**src/rtl/arm_seq_ctrl.sv**
```systemverilog
// arm_seq_ctrl -- instruction sequencer for the 16-bit ARM-style datapath.
// Owns PC, instruction register and retired-instruction counter; fetches
// over a req/ack handshake and sequences FETCH -> EXEC1 [-> EXEC2] phases.
// Optional build macro: ARM_SEQ_STEP_EN enables single-step operation, where
// each fetch waits for a latched `step` pulse.

module arm_seq_ctrl #(
  parameter int              AW       = 8,
  parameter logic [AW-1:0]   RESET_PC = {AW{1'b0}}
) (
  input  logic          clk,
  input  logic          reset,
  output logic          imem_req,
  output logic [AW-1:0] imem_addr,
  input  logic          imem_ack,
  input  logic [15:0]   imem_rdata,
  output logic          dmem_req,
  input  logic          dmem_ack,
  output logic [15:0]   inst,
  output logic [2:0]    state,
  output logic [AW-1:0] pc,
  output logic          halted,
  output logic [15:0]   retired,
  input  logic          step
);

  // State encoding doubles as the one-hot phase bus driven to the datapath.
  typedef enum logic [2:0] {
    ST_HALT  = 3'b000,
    ST_FETCH = 3'b001,
    ST_EXEC1 = 3'b010,
    ST_EXEC2 = 3'b100
  } state_e;

  // Control-flow classes; ALU ops, moves and NOPs all simply fall through.
  typedef enum logic [1:0] {
    OP_SEQ  = 2'd0,
    OP_LDR  = 2'd1,
    OP_JMP  = 2'd2,
    OP_HALT = 2'd3
  } op_class_e;

  localparam logic [AW-1:0] PC_INC  = {{(AW-1){1'b0}}, 1'b1};
  localparam logic [15:0]   RET_INC = 16'h0001;

  // Classify an opcode nibble by how it affects sequencing.
  function automatic op_class_e decode_op(input logic [3:0] opc);
    op_class_e cls;
    case (opc)
      4'b1110: cls = OP_LDR;
      4'b0000: cls = OP_JMP;
      4'b0001: cls = OP_HALT;
      default: cls = OP_SEQ;
    endcase
    return cls;
  endfunction

  state_e        state_q, state_d;
  logic [AW-1:0] pc_q, pc_d;
  logic [15:0]   inst_q, inst_d;
  logic [15:0]   retired_q, retired_d;
  logic          imem_req_s;
  logic          fetch_ack_s;
  op_class_e     op_s;

  assign op_s        = decode_op(inst_q[15:12]);
  assign fetch_ack_s = imem_req_s & imem_ack;

`ifdef ARM_SEQ_STEP_EN
  logic step_armed_q, step_armed_d;

  assign imem_req_s = (state_q == ST_FETCH) && step_armed_q;

  // Latch a step pulse; the fetch ack consumes it, extra pulses are absorbed.
  always_comb begin
    step_armed_d = step_armed_q;
    if (fetch_ack_s) begin
      step_armed_d = 1'b0;
    end else if (step) begin
      step_armed_d = 1'b1;
    end else begin
      step_armed_d = step_armed_q;
    end
  end

  // Step latch register.
  always_ff @(posedge clk or posedge reset) begin
    if (reset) begin
      step_armed_q <= 1'b0;
    end else begin
      step_armed_q <= step_armed_d;
    end
  end
`else
  logic unused_step_s;

  assign unused_step_s = step;
  assign imem_req_s    = (state_q == ST_FETCH);
`endif

  // Next-state, PC, instruction register and retirement counter.
  always_comb begin
    state_d   = state_q;
    pc_d      = pc_q;
    inst_d    = inst_q;
    retired_d = retired_q;
    case (state_q)
      ST_FETCH: begin
        if (fetch_ack_s) begin
          inst_d  = imem_rdata;
          pc_d    = pc_q + PC_INC;
          state_d = ST_EXEC1;
        end else begin
          state_d = ST_FETCH;
        end
      end
      ST_EXEC1: begin
        case (op_s)
          OP_LDR: begin
            state_d = ST_EXEC2;
          end
          OP_JMP: begin
            pc_d      = inst_q[AW-1:0];
            retired_d = retired_q + RET_INC;
            state_d   = ST_FETCH;
          end
          OP_HALT: begin
            retired_d = retired_q + RET_INC;
            state_d   = ST_HALT;
          end
          default: begin
            retired_d = retired_q + RET_INC;
            state_d   = ST_FETCH;
          end
        endcase
      end
      ST_EXEC2: begin
        // The datapath writes every EXEC2 cycle; the ack cycle's write is final.
        if (dmem_ack) begin
          retired_d = retired_q + RET_INC;
          state_d   = ST_FETCH;
        end else begin
          state_d = ST_EXEC2;
        end
      end
      ST_HALT: begin
        state_d = ST_HALT;
      end
      default: begin
        // Illegal encoding: restart the fetch cycle rather than lock up.
        state_d = ST_FETCH;
      end
    endcase
  end

  // Sequencer state registers.
  always_ff @(posedge clk or posedge reset) begin
    if (reset) begin
      state_q   <= ST_FETCH;
      pc_q      <= RESET_PC;
      inst_q    <= 16'h0000;
      retired_q <= 16'h0000;
    end else begin
      state_q   <= state_d;
      pc_q      <= pc_d;
      inst_q    <= inst_d;
      retired_q <= retired_d;
    end
  end

  assign imem_req  = imem_req_s;
  assign imem_addr = pc_q;
  assign dmem_req  = (state_q == ST_EXEC2);
  assign halted    = (state_q == ST_HALT);
  assign inst      = inst_q;
  assign state     = state_q;
  assign pc        = pc_q;
  assign retired   = retired_q;

endmodule

```
**config.mk**
```make
export PLATFORM = sky130hd
export DESIGN_NAME = arm_seq_ctrl
export DESIGN_NICKNAME = d
export VERILOG_FILES = /design/src/rtl/arm_seq_ctrl.sv
export SDC_FILE = /design/constraint.sdc
export NUM_CORES = 1
export LEC_CHECK = 0
export BUFFER_PORTS_ARGS = -buffer_cell sky130_fd_sc_hd__buf_2
export CAP_MARGIN = 20
export CORE_ASPECT_RATIO = 0.6
export CORE_MARGIN = 3
export CORE_UTILIZATION = 44
export CTS_CLUSTER_SIZE = 28
export DETAILED_ROUTE_END_ITERATION = 7
export HOLD_SLACK_MARGIN = 0.06
export PLACE_DENSITY = 0.73
export SETUP_SLACK_MARGIN = 0.05
export SLEW_MARGIN = 20
export SYNTH_ARGS = -nofsm -noshare
export SYNTH_HDL_FRONTEND = slang
export SYNTH_SLANG_ARGS = --single-unit
```
**constraint.sdc**
```tcl
create_clock -name clk -period 1.5 [get_ports clk]
set_input_delay 0 -clock clk [delete_from_list [all_inputs] [get_ports clk]]
set_output_delay 0 -clock clk [all_outputs]
set_load 0.05 [all_outputs]
```
==> results by group, run 1 <==
Die
  – Die H: between 50 and 60 um
  – Starting density of the core: 0.481
  – FP Rows: 18
  – Ports: 75
  – Die outline width: between 90 and 100 um
  – Core box area: about 4300 um2
  – Die ar.: between 5000 and 6000 um2

GRT
  – Vias in the first global route: 1,786
  – Largest net degree at the start of global routing: 18
  – Initial antenna violation count: 0
  – First-pass GRT wire length: slightly below 9000 um
  – Total track usage: 0.208
  – Grt ovf: 0

STA
  – Slew @ Worst Pin: 593 ps
  – Setup ws final: -36.4 ps
  – Slew HR: 0.602
  – Final setup viols: 23
  – Final hold violations: 0
  – Clk_skew: ~4.4 ps
  – Clock period minus worst slack: about 1500 ps
  – Hold WS: 250 ps
  – RSZ-0062 raised after global routing: true
  – Fmax: 0.651 GHz
  – Fin crit share: 1.02
  – Max Slew Vio Count: 0

CTS
  – CTS Sinks: 43
  – Num CTS Buffers: 5
  – Reg clk slew, reported paths: around 80 ps
  – Clk_lat worst skew: 290 ps
  – CTS tree: done
  – Htree depth: 2
  – Clock tree buffer depth: 2
  – Root Driver: clkbuf_8

Worst setup path
  – CP Launch Point: state[0]$_DFF_PP1_
  – CP Capture Type: flip-flop
  – Critical Path Max Stage Delay: roughly 610 ps
  – R2r setup slk: -40 ps
  – Crit path DAT: around 1700 ps
  – CP Launch Type: flip-flop
  – Worst path bufs/invs: 1
  – CP Cell Sequence: and4bb_4 > clkbuf_16 > mux2_4
  – Crit-path leading delay family: flip-flops
  – Critical path endpoint: inst[12]$_DFFE_PP0P_
  – Instance count on the critical path: 3
  – Worst reg-to-reg path cell count: 3
  – Slowest CP cell: dfstp_2
  – R2R Path End: inst[12]$_DFFE_PP0P_
  – Critical path required time: 1670 ps
  – Reg-to-reg critical path startpoint: state[0]$_DFF_PP1_
  – CP Class: reg2reg
  – Max Fanout on Critical Path: 7

Placed design
  – Post-Place Worst Slack: -20.5 ps
  – Post-detail-place hpwl: slightly below 4000 um
  – Placed Instances: around 320
  – Placer congestion estimate: roughly 0.86
  – I/O Buffers: 73

Pwr
  – Maximum vdd drop: roughly 0.0012 V
  – Leakage power: 0.00165 uW
  – Pwr Density: between 1500 and 2000 nW/um2

Drt
  – DRC violations left: 0
  – DR WL/cell: between 15 and 20 um
  – Final WL: about 6700 um
  – Drt via density: 5.48
  – Final ANT Viol Nets: 0
  – Initial DRC Count: 176
  – Total number of vias: about 2,000
  – Pre-Repair DR Iteration Count: 4

Final layout
  – Fin util: 0.769
  – Share of layout cells above drive strength 1: 0.580
  – Non-filler cells in the finished layout: 360
  – Area Overhead vs Synth: 59.6%
  – N_diodes: 0
  – Final net count: approximately 320

Yosys
  – Synthesis Warnings: 0
  – Avg Inst Size Synth: around 11 um2
  – Cell Area, Synth: 2080 um2
  – Synth top area share: 0.505
  – Syn nets: slightly above 200
  – Synth top area cells: dfrtp_1, mux2_2, xnor2_1
  – Post-synth cell types: 41
  – Synth Instances: between 150 and 200
  – Yosys reg bits: between 40 and 50
  – Sequential fraction of the synthesis area: 0.517
  – Area leader, netlist: dfrtp_1

Hold path
  – HP Class: in2async

Outcome
  – Outcome: complete, but fails checks
  – Failing checks: negative setup slack

Job
  – Max-Cap Viols: 0
[cell families (layout without fill, tap and decap cells)]
| logic type | Yosys count | count (layout) | synth area share |
|---|---|---|---|
| compound gates | 28 | 29 | 0.0859 |
| buf+inv | 21 | 138 | 0.0625 |
| simple gates | 56 | 56 | 0.167 |
| xor+xnor | 15 | 15 | 0.0631 |
| mux | 17 | 17 | 0.0919 |
| fa+ha+maj | 2 | 2 | 0.0120 |
| flops | 43 | 43 | 0.517 |
[routing by layer]
layer | part of all wire | track usage | routed length [um] | up-vias
li1 | - | - | - | 889
met1 | 0.44 | 0.302 | 2920 | 965
met2 | 0.47 | 0.318 | 3170 | 101
met3 | 0.071 | 0.0584 | 479 | 16
met4 | 0.019 | 0.0349 | 130 | 0
met5 | 0 | 0 | 0 | -
[cell type report]
type	instances	area, um2
timing repair buffer	127	923
inverter	3	11.3
tap	60	75.1
clock inverter	1	7.51
sequential	43	1080
clock buffer	7	96.3
multi-input combinational	119	1120
fill	286	1000
[Yosys cell counts]
cell type and number:
nand2_1 9, inv_1 3, a21o_1 1, nand4b_1 1, o2bb2a_1 1, o2bb2ai_1 1
a22o_4 1, mux2_1 1, o22ai_1 1, clkbuf_1 3, or3b_1 1, nand2b_1 1
nand4_1 11, a211oi_1 3, or4b_1 1, and3_1 8, nor2_1 5, and2_1 1
nor3b_1 1, a31oi_1 1, o21ai_0 1, nor3b_4 1, nand3_1 7, o21ai_1 4
xor2_1 1, nor4_1 1, buf_6 2, buf_4 8, and4_1 3, o32a_1 1
and4bb_1 1, or4_1 1, mux2_2 16, buf_2 5, dfstp_2 1, ha_1 2
xnor2_1 14, dfrtp_1 42, nor3_1 2, a21oi_1 13, nor3b_2 1
[how the worst min path moves through the flow]
stage / from / endpoint / slack, ps / depth (start not counted)
2_1_floorplan: imem_rdata[12] / inst[12]$_DFFE_PP0P_ / 150 / 1
3_3_place_gp: reset / inst[8]$_DFFE_PP0P_ / 20 / 2
3_5_place_dp: reset / inst[8]$_DFFE_PP0P_ / 20 / 2
4_1_cts: reset / inst[11]$_DFFE_PP0P_ / 250 / 3
5_1_grt: reset / inst[10]$_DFFE_PP0P_ / 280 / 3
6_report: reset / inst[10]$_DFFE_PP0P_ / 250 / 3
[repair_timing]
item | in CTS | in global routing
pin swaps | 4 | 22
setup buffers | 2 | 8
hold buffers | 19 | 0
hold endpoints to repair | 33 | 0
gates resized for setup | 20 | 51
gates cloned | 0 | 2
endpoints found under the setup margin | 26 | 44
[worst register-to-register path, delay by kind of cell, from the launching register on]
| family | cells | cell delay [ps] |
|---|---|---|
| buffers and inverters | 1 | 180 |
| flip-flops | 1 | 610 |
| multiplexers | 1 | 300 |
| AND/OR/NAND/NOR | 1 | 340 |
[cell usage in the layout, fill, tap and decap left out, drive strengths merged, types with 2 or more instances in the layout]
cell and instances:
nand2 9, nor3 2, and3 8, o21ai 5
ha 2, nor2 5, dlygate4sd3 19, mux2 17
and4 3, xnor2 14, buf 107, nand4 11
a22o 2, nor3b 3, nand3 7, dfrtp 42
a21oi 13, inv 2, a211oi 3, clkbuf 8
[through the flow]
step	cell area, um2	power [uW]	TNS, ps
3_5_place_dp	2640	3880	-29.0
5_1_grt	3320	5250	-1450
6_report	3320	5030	-377
4_1_cts	3020	4800	-13.7
3_3_place_gp	2640	3850	-8.06
2_1_floorplan	2130	3360	-11340
[power by group]
part / switching (uW) / total, uW / internal, uW
Sequential: 334 / 1760 / 1430
Clock: 399 / 818 / 419
Combinational: 1670 / 2450 / 778
[state kept, by name, summed over array words and instances, names as in the netlist]
name / flops
inst: 16
retired: 16
state: 3
imem_addr: 8
Note: power is estimated with default switching activity, not from simulation.
==> inputs of run 2 (changes only) <==
- CORE_UTILIZATION: 44 -> 40
- PLACE_DENSITY: 0.73 -> 0.67
==> run 2 against run 1 <==
Compared with the run above: the flow now finishes without violations; cell count down 1.9%; sequential share of layout area up 3.4 points; first-iteration DRC count down 61%; fmax up 2.7%; highest routed layer unchanged.
==> results by group, run 2 (synthesis results as in run 1) <==
Drt
  – Drt via density: 4.98 (-9.0%)
  – DR WL/cell: 14.9 um (-20%)
  – Final WL: 5270 um (-21%)
  – Final ANT Viol Nets: 0 (unchanged)
  – Pre-Repair DR Iteration Count: 4 (unchanged)
  – Initial DRC Count: 69 (-61%)
  – Total number of vias: 1,759 (-11%)
  – DRC violations left: 0 (unchanged)

Final layout
  – Leading cell types in the layout, fill and taps excluded: buf_2, dfrtp_1, buf_4
  – Area Overhead vs Synth: 44.7%
  – N_diodes: 0 (unchanged)
  – Most common cell after layout, fill and taps aside: buf_2
  – Final net count: 312 (-3.1%)
  – Fillers: 390 (+36%)
  – Share of layout cells above drive strength 1: 0.503 (-0.0766)
  – Non-filler cells in the finished layout: 353 (-1.9%)

STA
  – RSZ-0062 raised after global routing: true
  – Clk_skew: 15.0 ps (+10.6 ps)
  – Fmax: 0.669 GHz (+2.7%)
  – Final setup viols: 0 (-100%)
  – Max Slew Vio Count: 0 (unchanged)
  – Setup TNS Final: 0 ps (+377 ps)
  – Final hold violations: 0 (unchanged)
  – Clock period minus worst slack: 1500 ps (-40.7 ps)
  – Fin crit share: 0.997 (-0.0271)
  – Slew @ Worst Pin: 599 ps (+5.54 ps)
  – Slew HR: 0.598 (-0.00372)

CTS
  – CTS Sinks: 43 (unchanged)
  – Htree depth: 2 (unchanged)
  – Clock tree buffer depth: 2 (unchanged)
  – Num CTS Buffers: 5 (unchanged)
  – CTS tree: done
  – Reg clk slew, reported paths: 80 ps (about the same)
  – Clk_lat worst skew: 300 ps (about the same)
  – Root Driver: clkbuf_8

Hold path
  – WHS Endpoint: state[2]$_DFF_PP0_
  – WHS Path Cells: 3
  – HP Class: in2reg
  – Min-delay src: dmem_ack

Die
  – Die ar.: 6140 um2 (+9.2%)
  – Die outline width: 99.1 um (+4.6%)
  – Ports: 75 (unchanged)
  – Die H: 61.9 um (+4.4%)
  – Starting density of the core: 0.434 (-0.0479)
  – Core box area: 4800 um2 (+11%)
  – FP Rows: 19 (+1)

Placed design
  – Post-detail-place hpwl: 3700 um (-4.9%)
  – Placer congestion estimate: 0.776 (-10%)
  – Placed Instances: 324 (+0.93%)
  – I/O Buffers: 73 (unchanged)

Pwr
  – Maximum vdd drop: 0.000739 V (-37%)
  – Leakage power: 0.00152 uW (-7.8%)
  – Pwr Density: 1570 nW/um2 (+3.8%)

Worst setup path
  – CP Launch Type: flip-flop
  – CP Capture Type: flip-flop
  – Crit path DAT: 1670 ps (-40 ps)
  – CP Class: reg2reg
  – R2R Path End: retired[1]$_DFFE_PP0P_
  – Reg-to-reg critical path startpoint: inst[12]$_DFFE_PP0P_
  – CP Launch Point: inst[12]$_DFFE_PP0P_
  – Max Fanout on Critical Path: 16 (+9)
  – Critical path required time: 1670 ps (about the same)
  – R2r setup slk: 4 ps (+40 ps)
  – Worst reg-to-reg path cell count: 3 (unchanged)

GRT
  – Largest net degree at the start of global routing: 19 (+1)
  – Initial antenna violation count: 0 (unchanged)
  – Grt ovf: 0 (unchanged)
  – Total track usage: 0.181 (-0.0271)
  – First-pass GRT wire length: 8420 um (-5.1%)
  – Vias in the first global route: 1,645 (-7.9%)

Job
  – Max-Cap Viols: 0 (unchanged)

Outcome
  – Outcome: finished, final reports clean
==> run 2: worst max-delay path by stage <==
stage / endpoint / slack (ps) / depth (start not counted)
2_1_floorplan: retired[11]$_DFFE_PP0P_ / -490 / 6
3_3_place_gp: inst[9]$_DFFE_PP0P_ / 10 / 3
3_5_place_dp: retired[1]$_DFFE_PP0P_ / 10 / 4
4_1_cts: retired[1]$_DFFE_PP0P_ / 3 / 3
5_1_grt: retired[1]$_DFFE_PP0P_ / -60 / 4
6_report: retired[1]$_DFFE_PP0P_ / 4 / 3
==> run 2: cell type report <==
type                       count  area [um2]  area share
inverter                       3        11.3     0.00374
clock inverter                 3        15.0     0.00499
clock buffer                   5        68.8      0.0229
sequential                    43        1080       0.360
multi-input combinational    118         978       0.325
timing repair buffer         118         774       0.257
tap                           63        78.8      0.0262
==> run 2: per-layer routing <==
layer  track usage  share of wire
met1         0.261           0.50
met2         0.267           0.44
met3        0.0580          0.054
met4        0.0467         0.0072
met5             0              0
==> run 2: worst max-delay path, cell delays in order (launching register included) <==
cell	delay [ps]
dfrtp_2	450
nand4b_1	240
a22o_4	360
mux2_1	320
==> run 2: repair_timing <==
action | CTS | global route
hold buffers | 17 | 0
resized for setup | 6 | 18
cloned | 0 | 1
setup buffers | 2 | 1
pin swaps | 2 | 4
endpoints found under the setup margin | 27 | 39
endpoints found under the hold margin | 36 | 0
==> run 2: through the flow <==
stage                     worst slack (ps)  total power (uW)  utilization  hold slack, ps  cell area [um2]
after floorplan                       -492              3360            -             152             2130
after global placement                13.2              3830        0.550            20.2             2640
after detailed placement              14.9              3860        0.550            25.4             2640
after CTS                             2.76              4650        0.610            61.1             2930
after global routing                 -57.9              4990        0.627            65.3             3010
final                                 4.26              4730        0.627            82.2             3010
==> run 2: power breakdown <==
part,switching [uW],internal [uW]
Sequential,309,1430
Combinational,1590,685
Clock,396,319
==> inputs of run 3 (changes only) <==
==> constraint.sdc (replaced) <==
create_clock -name clk -period 1.5 [get_ports clk]
set_input_delay 0.075 -clock clk [delete_from_list [all_inputs] [get_ports clk]]
set_output_delay 0.075 -clock clk [all_outputs]
set_load 0.05 [all_outputs]
==> run 3 against run 2 <==
Compared with the run above: the flow now finishes with violations (negative setup slack); total power increased by 2.0%; clock skew decreased by 3.2 ps; count of clock-buffer cells in the layout increased by 2; register-to-register slack about the same; sequential power about the same; sequential share of layout area decreased by 1.4 points; flip-flop and latch count unchanged; non-clock buffer count increased by 3.
==> results by group, run 3 (synthesis results as in run 1) <==
Pwr
  – Switch Pwr: 2330 uW (+1.5%)
  – Clk pwr share: 0.151 (about the same)
  – Sw frac: 0.484 (-0.00241)
  – Int Power: 2490 uW (+2.5%)
  – Seq pwr share: 0.359 (-0.008)
  – Pwr Density: 1540 nW/um2 (-1.9%)
  – Maximum vdd drop: 0.000983 V (+33%)
  – Leakage power: 0.00157 uW (+2.8%)
  – Comb pwr share: 0.489 (+0.007)
  – Total power: 4820 uW (+2.0%)

Final layout
  – Share of layout cells above drive strength 1: 0.543 (+0.0392)
  – Fin util: 0.652 (+0.0250)
  – Most common cell after layout, fill and taps aside: buf_2
  – Area Overhead vs Synth: 50.4%
  – N_diodes: 0 (unchanged)
  – Final net count: 315 (+0.96%)
  – Leading cell types in the layout, fill and taps excluded: buf_2, dfrtp_1, buf_4

Worst setup path
  – Reg-to-reg critical path startpoint: inst[12]$_DFFE_PP0P_
  – Crit path DAT: 1690 ps (+20 ps)
  – CP Class: reg2reg
  – CP Capture Type: flip-flop
  – R2R Path End: retired[1]$_DFFE_PP0P_
  – CP Launch Type: flip-flop
  – Critical path required time: 1690 ps (+20 ps)
  – Worst reg-to-reg path cell count: 3 (unchanged)
  – R2r setup slk: -6 ps (about the same)
  – Max Fanout on Critical Path: 16 (unchanged)

CTS
  – Root Driver: clkbuf_8
  – Num CTS Buffers: 5 (unchanged)
  – Reg clk slew, reported paths: 90 ps (about the same)
  – Clock tree buffer depth: 2 (unchanged)
  – CTS Sinks: 43 (unchanged)
  – Htree depth: 2 (unchanged)
  – CTS tree: done
  – Clk_lat worst skew: 300 ps (about the same)

Drt
  – Top routing layer in use: met4
  – Met1 WL: 2700 um (+2.3%)
  – Met3 WL: 332 um (+18%)
  – Final WL: 5600 um (+6.3%)
  – Drt via density: 5.15 (+3.3%)
  – Met2 Wirelength: 2530 um (+9.8%)
  – Total number of vias: 1,832 (+4.2%)
  – Initial DRC Count: 61 (-12%)
  – Final ANT Viol Nets: 0 (unchanged)
  – Pre-Repair DR Iteration Count: 4 (unchanged)
  – DRC violations left: 0 (unchanged)
  – DR WL/cell: 15.7 um (+5.4%)

STA
  – Fmax: 0.664 GHz (-0.71%)
  – Fin crit share: 1.00 (+0.00710)
  – RSZ-0062 raised after global routing: true
  – Max Slew Vio Count: 0 (unchanged)
  – Final hold violations: 0 (unchanged)
  – Slew HR: 0.619 (+0.0201)
  – Clk_skew: 11.8 ps (-3.24 ps)
  – Clock period minus worst slack: 1510 ps (+10.7 ps)
  – Final setup viols: 1 (+1)
  – Slew @ Worst Pin: 569 ps (-30.0 ps)
  – Setup ws final: -6.40 ps (-10.7 ps)

GRT
  – Vias in the first global route: 1,700 (+3.3%)
  – Grt ovf: 0 (unchanged)
  – Initial antenna violation count: 0 (unchanged)
  – Largest net degree at the start of global routing: 17 (-2)
  – First-pass GRT wire length: 8450 um (+0.33%)
  – Total track usage: 0.181 (-0.000771)

Placed design
  – Post-detail-place hpwl: 3630 um (-1.9%)
  – Post-Place Worst Slack: -17.9 ps (-32.8 ps)
  – Placer congestion estimate: 0.770 (-0.76%)
  – I/O Buffers: 73 (unchanged)

Die
  – Core box area: 4800 um2 (unchanged)
  – Die outline width: 99.1 um (unchanged)
  – Die ar.: 6140 um2 (unchanged)
  – Starting density of the core: 0.434 (unchanged)
  – FP Rows: 19 (unchanged)
  – Ports: 75 (unchanged)
  – Die H: 61.9 um (unchanged)

Outcome
  – Failing checks: negative setup slack
  – Outcome: complete, but fails checks

Hold path
  – WHS Endpoint: state[2]$_DFF_PP0_
  – Min-delay src: dmem_ack
  – WHS Path Cells: 3 (unchanged)
  – HP Class: in2reg

Job
  – Max-Cap Viols: 0 (unchanged)
-- run 3: cell count changes in the layout (fill, tap and decap cells not counted), sizes merged --
cell	previous run	this run
clkbuf	5	7
clkinv	4	2
buf	101	104
-- run 3: critical path, cell delays in order, from the launching register on --
cell	delay (ps)
dfrtp_2	460
nand4b_1	250
a22o_4	370
mux2_4	310
-- run 3: power groups by stage --
stage	Clock (uW)	Combinational, uW	Sequential [uW]
after floorplan	0	747	2610
after global placement	0	2120	1700
after detailed placement	0	2150	1710
after CTS	740	2250	1710
after global routing	782	2480	1780
final	730	2360	1730
-- run 3: worst max path at each step --
stage	endpoint	startpoint	slack, ps	cells past startpoint
after CTS	retired[1]$_DFFE_PP0P_	inst[12]$_DFFE_PP0P_	10	3
final	retired[1]$_DFFE_PP0P_	inst[12]$_DFFE_PP0P_	-6	3
after global routing	retired[9]$_DFFE_PP0P_	state[2]$_DFF_PP0_	-80	5
after floorplan	retired[11]$_DFFE_PP0P_	state[2]$_DFF_PP0_	-500	6
after global placement	inst[11]$_DFFE_PP0P_	state[0]$_DFF_PP1_	2	3
after detailed placement	inst[11]$_DFFE_PP0P_	state[0]$_DFF_PP1_	-20	3
-- run 3: what timing repair did --
item | 4_1_cts | 5_1_grt
endpoints found under the hold margin | 30 | 0
cloned | 2 | 0
pin swaps | 4 | 9
endpoints found under the setup margin | 29 | 44
resized for setup | 25 | 30
hold buffers | 17 | 0
buffers inserted | 0 | 5
-- run 3: cell type report --
type / count / area (um2)
sequential: 43 / 1080
tap: 63 / 78.8
timing repair buffer: 121 / 825
inverter: 3 / 11.3
clock buffer: 7 / 76.3
clock inverter: 1 / 5.00
multi-input combinational: 118 / 1050
fill: 382 / 1670
-- run 3: metrics by stage --
step           instances  TNS [ps]  cell area (um2)  hold slack [ps]
2_1_floorplan        182    -11090             2140              227
3_3_place_gp         324         0             2630             88.3
3_5_place_dp         324     -37.4             2630             81.9
4_1_cts              351         0             2990             88.7
5_1_grt              356      -745             3130              109
6_report             356     -6.40             3130              107
-- run 3: layer usage --
layer	vias up	track usage
met3	4	0.0479
met1	893	0.249
met5	-	0
met2	63	0.283
li1	872	-
met4	0	0.0584
